`src/rtl/decoder4_route_ctrl.sv`:
```
// decoder4_route_ctrl: per-packet route lock, 1-entry output register and
// per-output credit gating for the 2-way decoder4 datapath.
//
// Ports:
//   CLK, _RESET          clock (rising edge), async active-low reset
//   in_flit/valid/ready  inbound flit handshake
//   dec_flit/sel/valid   registered flit + select bit toward the decoder
//   dec_ready            decoder accepts the registered flit
//   cr_ret[1:0]          credit-return pulses, [0]=Out0 [1]=Out1
//   busy                 packet in flight or output register occupied
//   credit_err           sticky credit-overflow flag
//
// Optional build macro: DECODER4_ROUTE_STATS_EN adds saturating
// stat_flits0, stat_flits1 and stat_pkts counters.

module decoder4_route_ctrl #(
    parameter int W         = 9,
    parameter int ROUTE_BIT = 0,
    parameter int CREDITS   = 4,
    parameter int CW        = 3
) (
    input  logic         CLK,
    input  logic         _RESET,
    input  logic [W-1:0] in_flit,
    input  logic         in_valid,
    output logic         in_ready,
    output logic [W-1:0] dec_flit,
    output logic         dec_sel,
    output logic         dec_valid,
    input  logic         dec_ready,
    input  logic [1:0]   cr_ret,
    output logic         busy,
    output logic         credit_err
`ifdef DECODER4_ROUTE_STATS_EN
    ,
    output logic [15:0]  stat_flits0,
    output logic [15:0]  stat_flits1,
    output logic [15:0]  stat_pkts
`endif
);

    typedef enum logic {
        IDLE = 1'b0,
        BODY = 1'b1
    } state_t;

    localparam logic [CW-1:0] CRED_MAX = CW'(CREDITS);
    localparam logic [CW-1:0] CRED_ONE = CW'(1);

    state_t         state_q, state_d;
    logic           route_q, route_d;
    logic [W-1:0]   flit_q, flit_d;
    logic           sel_q, sel_d;
    logic           valid_q, valid_d;
    logic [CW-1:0]  cred_q [2];
    logic [CW-1:0]  cred_d [2];
    logic           err_q, err_d;

    logic           eff_route;
    logic           out_free;
    logic           accept;
    logic           tail;
    logic [1:0]     take;

    // Head flits steer by their own route bit; body flits follow the lock.
    assign eff_route = (state_q == IDLE) ? in_flit[ROUTE_BIT] : route_q;
    assign out_free  = !valid_q || dec_ready;
    // Registered credits only, so a returned credit is usable next cycle.
    assign in_ready  = out_free && (cred_q[eff_route] != '0);
    assign accept    = in_valid && in_ready;
    assign tail      = in_flit[W-1];
    assign take[0]   = accept && !eff_route;
    assign take[1]   = accept && eff_route;

    assign dec_flit   = flit_q;
    assign dec_sel    = sel_q;
    assign dec_valid  = valid_q;
    assign busy       = (state_q == BODY) || valid_q;
    assign credit_err = err_q;

    // Packet FSM: route latched on a non-tail head, released on tail.
    always_comb begin
        state_d = state_q;
        route_d = route_q;
        if (accept) begin
            unique case (state_q)
                IDLE: begin
                    if (!tail) begin
                        state_d = BODY;
                        route_d = in_flit[ROUTE_BIT];
                    end
                end
                BODY: begin
                    if (tail) begin
                        state_d = IDLE;
                    end
                end
                default: state_d = IDLE;
            endcase
        end
    end

    // Output register: load on accept, empty on drain, otherwise hold.
    always_comb begin
        flit_d  = flit_q;
        sel_d   = sel_q;
        valid_d = valid_q;
        if (accept) begin
            flit_d  = in_flit;
            sel_d   = eff_route;
            valid_d = 1'b1;
        end else if (dec_ready) begin
            valid_d = 1'b0;
        end
    end

    // Credit counters. Simultaneous take and return cancel; a return into
    // a full counter is dropped and flagged.
    always_comb begin
        err_d     = err_q;
        cred_d[0] = cred_q[0];
        cred_d[1] = cred_q[1];
        for (int p = 0; p < 2; p++) begin
            if (take[p] && !cr_ret[p]) begin
                cred_d[p] = cred_q[p] - CRED_ONE;
            end else if (!take[p] && cr_ret[p]) begin
                if (cred_q[p] == CRED_MAX) begin
                    err_d = 1'b1;
                end else begin
                    cred_d[p] = cred_q[p] + CRED_ONE;
                end
            end
        end
    end

    always_ff @(posedge CLK or negedge _RESET) begin
        if (!_RESET) begin
            state_q   <= IDLE;
            route_q   <= 1'b0;
            flit_q    <= '0;
            sel_q     <= 1'b0;
            valid_q   <= 1'b0;
            cred_q[0] <= CRED_MAX;
            cred_q[1] <= CRED_MAX;
            err_q     <= 1'b0;
        end else begin
            state_q   <= state_d;
            route_q   <= route_d;
            flit_q    <= flit_d;
            sel_q     <= sel_d;
            valid_q   <= valid_d;
            cred_q[0] <= cred_d[0];
            cred_q[1] <= cred_d[1];
            err_q     <= err_d;
        end
    end

`ifdef DECODER4_ROUTE_STATS_EN
    logic [15:0] sf0_q, sf0_d;
    logic [15:0] sf1_q, sf1_d;
    logic [15:0] spk_q, spk_d;

    // Saturating event counters.
    always_comb begin
        sf0_d = sf0_q;
        sf1_d = sf1_q;
        spk_d = spk_q;
        if (take[0] && (sf0_q != 16'hFFFF)) begin
            sf0_d = sf0_q + 16'd1;
        end
        if (take[1] && (sf1_q != 16'hFFFF)) begin
            sf1_d = sf1_q + 16'd1;
        end
        if (accept && tail && (spk_q != 16'hFFFF)) begin
            spk_d = spk_q + 16'd1;
        end
    end

    always_ff @(posedge CLK or negedge _RESET) begin
        if (!_RESET) begin
            sf0_q <= '0;
            sf1_q <= '0;
            spk_q <= '0;
        end else begin
            sf0_q <= sf0_d;
            sf1_q <= sf1_d;
            spk_q <= spk_d;
        end
    end

    assign stat_flits0 = sf0_q;
    assign stat_flits1 = sf1_q;
    assign stat_pkts   = spk_q;
`endif

endmodule

```
`config.mk`:
```
export PLATFORM = sky130hd
export DESIGN_NAME = decoder4_route_ctrl
export DESIGN_NICKNAME = d
export VERILOG_FILES = /design/src/rtl/decoder4_route_ctrl.sv
export SDC_FILE = /design/constraint.sdc
export NUM_CORES = 1
export LEC_CHECK = 0
export CAP_MARGIN = 20
export CORE_ASPECT_RATIO = 1.2
export CORE_MARGIN = 3
export CORE_UTILIZATION = 46
export CTS_CLUSTER_DIAMETER = 150
export DETAILED_ROUTE_END_ITERATION = 16
export HOLD_SLACK_MARGIN = 0.1
export MAX_ROUTING_LAYER = met4
export PLACE_DENSITY = 0.77
export SETUP_SLACK_MARGIN = 0.2
export SYNTH_ARGS = -nofsm -noshare
export SYNTH_HDL_FRONTEND = slang
export SYNTH_SLANG_ARGS = --single-unit
```
`constraint.sdc`:
```
create_clock -name CLK -period 2.8 [get_ports CLK]
set_input_delay 0.28 -clock CLK [delete_from_list [all_inputs] [get_ports CLK]]
set_output_delay 0.28 -clock CLK [all_outputs]
set_load 0.01 [all_outputs]
```
==> results.md <==
* Pre-CTS setup slack at between 150 and 200 ps
* Die width at between 40 and 50 um
* Setup TNS at 0 ps
* Buffers inserted by post-CTS timing repair at 0
* Fin nets at 150
* Asr flop ratio synth at 1.000
* Synthesized netlist cell count at 95
* Hold Violations, Final at 0
* Final setup margin at ~470 ps
* Post-DP HPWL at 1.728 mm
* Vias at roughly 810
* Max Slew Vio Count at 0
* Family with the most delay on the worst path: multiplexers
* Worst Tran Pin Value at 870.1 ps
* Clock Sinks at 20
* Area share of and/or/nand/nor cells after synthesis at 0.1331
* Leak pwr at 0.6092 nW
* Mux cell area share after synthesis at 0.1511
* Max cap viols at 0
* Ys flop type: dfrtp_1
* DIE AREA at approximately 2900 um2
* DR iter-0 viols at 20
* CP Max Fanout at 4
* DRC Markers at 0
* Tcrit/Tclk final at 0.8315
* Area Overhead vs Synth at 34.53%
* Sequential fraction of the synthesis area at 0.4820
* Clock-pin transition on the worst setup and hold timing paths at 110 ps
* Total core area at roughly 2100 um2
* EDFF count, synth at 0
* Post-synthesis adder-cell area fraction at 0.08633
* GRT overflow at 0
* Area post-placement at between 1000 and 1500 um2
* H-tree Lvls at 1
* Critical path required time at roughly 2500 ps
* IO Pins at 29
* Max Root-Sink Buffers at 2
* Switching Fraction at 0.3722
* Slowest cell on the critical path: clkdlybuf4s50_1
* Routed Antenna Nets at 0
* Setup Skew at 4.478 ps
* Final Power at about 1.4 mW
* RSZ-0062 raised after global routing: no
* CP bufs+invs at 1
* Layout cells sized above 1 at 0.1654
* Die span in y at ~58 um
* Netlist Area Pre-Place at between 1000 and 1500 um2
* Cell variety after synth at 23
* Total GRT Usage at 0.1810
* Outcome: complete, no violations
* First-pass GRT wire length at 3.815 mm
* Largest net degree at the start of global routing at 21
* Crit path launch type: flop
* Hold slack final at 464.9 ps
* Top post-synthesis cells by count: dfrtp_1 (18), inv_1 (13), mux2_2 (10)
* Clock power frac at 0.098
* TritonRoute pass-1 iters at 4
* Share of the synthesized area in the top cell type at 0.4317
* Synthesized area per cell at ~11 um2
* Placer Congestion at about 0.8
* Worst VDD drop at about 0.61 mV
* Synth Register Bits at 20
* Combinational Power Share at 0.506
* Flop pwr share at 0.396
* Clk_lat worst skew at 300 ps
* Port-buffer cells at 28
* CP Cell Sequence: mux2i_4 > mux2i_1 > and2_1 > clkdlybuf4s50_1
* Post-Place Cells at roughly 150
* Crit Path Class: flop to output port
* Ys Warns at 0
* Clock buffer count from CTS at 3
* CP max stage delay at about 540 ps
* Post-route cell area at 1404 um2
* Final setup violating endpoints at 0
* Crit path time final at 2328 ps
* Pwr Density at 976.3 nW/um2
* Root Driver: clkbuf_4
* Compound-Gate Fraction of Synth Area at 0.1007
* Sw power at slightly above 0.5 mW
* # diodes at 0
* Initial antenna violation count at 0
* Most common cell in the netlist: dfrtp_1
* Critical Path Sink Type: output port
* Vias in the first global route at just over 800
* Row cnt at 18
* Syn Nets at 116
* Slew HR at 0.4181
* Initial Utilization at 0.4929
* Internal power at approximately 0.86 mW
* Routed wire length at between 2 and 2.5 mm
* Final cell count without fillers at approximately 160
* Post-Synth XOR/XNOR Area at 0
* Synth top area cells: dfrtp_1 (43%), mux2_2 (11%), dfstp_2 (5.0%), ha_1 (4.8%), inv_1 (4.7%)
* CTS tree: yes
* Drt via density at between 5 and 6
* Detailed-route wire length per cell at 13.89 um
* Largest family of logic cells by synthesized area: multiplexers
* Fmax at ~430 MHz
* Crit path arrival time at 2050 ps
* Core Util, Final at 0.6631
* HP Class: primary input to asynchronous set/reset pin
* Cell taking the most area after synthesis: dfrtp_1
-- worst register-to-register path, cell delays in order (launching register included) --
cell and delay [ps]:
dfrtp_1 470, mux2i_4 320, nand4b_1 200, inv_1 110
ha_1 190, inv_1 90, fa_1 390, nor2_1 110
o21ai_0 110, a21oi_1 140, a21oi_1 80
-- final timing paths --
kind | startpoint | endpoint | slack (ps) | depth (start not counted)
setup / recovery | state_q | in_ready | 470 | 4
hold / removal | _RESET | dec_flit[3] | 460 | 1
setup reg to reg | state_q | cred_q[5] | 510 | 10
hold reg to reg | credit_err | credit_err | 500 | 1
max in group asynchronous | _RESET | dec_flit[8] | 1800 | 1
min in group CLK | credit_err | credit_err | 500 | 1
-- cell usage in the layout, fill, tap and decap left out, types with 2 or more instances in the layout --
cell type        instances
nor3_1                   5
nand2_1                  7
fa_1                     2
mux2i_1                  2
a21oi_1                  8
clkdlybuf4s50_1         28
nand2b_1                 3
ha_1                     4
clkbuf_4                 3
dfstp_2                  2
a31oi_1                  2
o211ai_1                 2
inv_1                   13
o21ai_0                  4
dfrtp_1                 18
mux2_2                  10
nor2_1                   4
-- per-layer routing --
layer  share of wire  GRT usage
met1            0.40     0.2057
met4           0.020    0.07115
met2            0.53     0.3084
met3           0.048    0.04370
met5               0          -
-- kinds of logic (layout without fill, tap and decap cells) --
logic type	Yosys count	after routing
and+or+nand+nor	24	24
DFF	20	20
AOI/OAI and AO/OA	18	18
muxes	14	14
buffers and inverters	13	45
adders and majority gates	6	6
-- cell type report --
cell class              count  area (um2)
clock buffers               3       22.52
flip-flops and latches     20       503.0
inverters                  13       48.80
well taps                  30       37.54
fillers                   190       713.2
multi-input cells          62       504.2
repair buffers             29       287.8
-- power groups by stage --
| stage | Combinational, mW | Sequential, mW | Clock (mW) |
|---|---|---|---|
| final | 0.694 | 0.543 | 0.134 |
| after global routing | 0.769 | 0.565 | 0.145 |
| after CTS | 0.690 | 0.536 | 0.135 |
| after detailed placement | 0.689 | 0.542 | 0 |
| after global placement | 0.652 | 0.532 | 0 |
| after floorplan | 0.376 | 0.556 | 0 |
-- registers in the layout, summed over array words and instances, names as in the netlist --
signal	flops
dec_sel	1
dec_valid	1
state_q	1
route_q	1
credit_err	1
cred_q	6
dec_flit	9
-- what timing repair did --
action / CTS / global route
setup endpoints to repair: 0 / 1
resized for setup: 0 / 2
hold buffers: 0 / 0
Power figures use the tool's default switching activity.
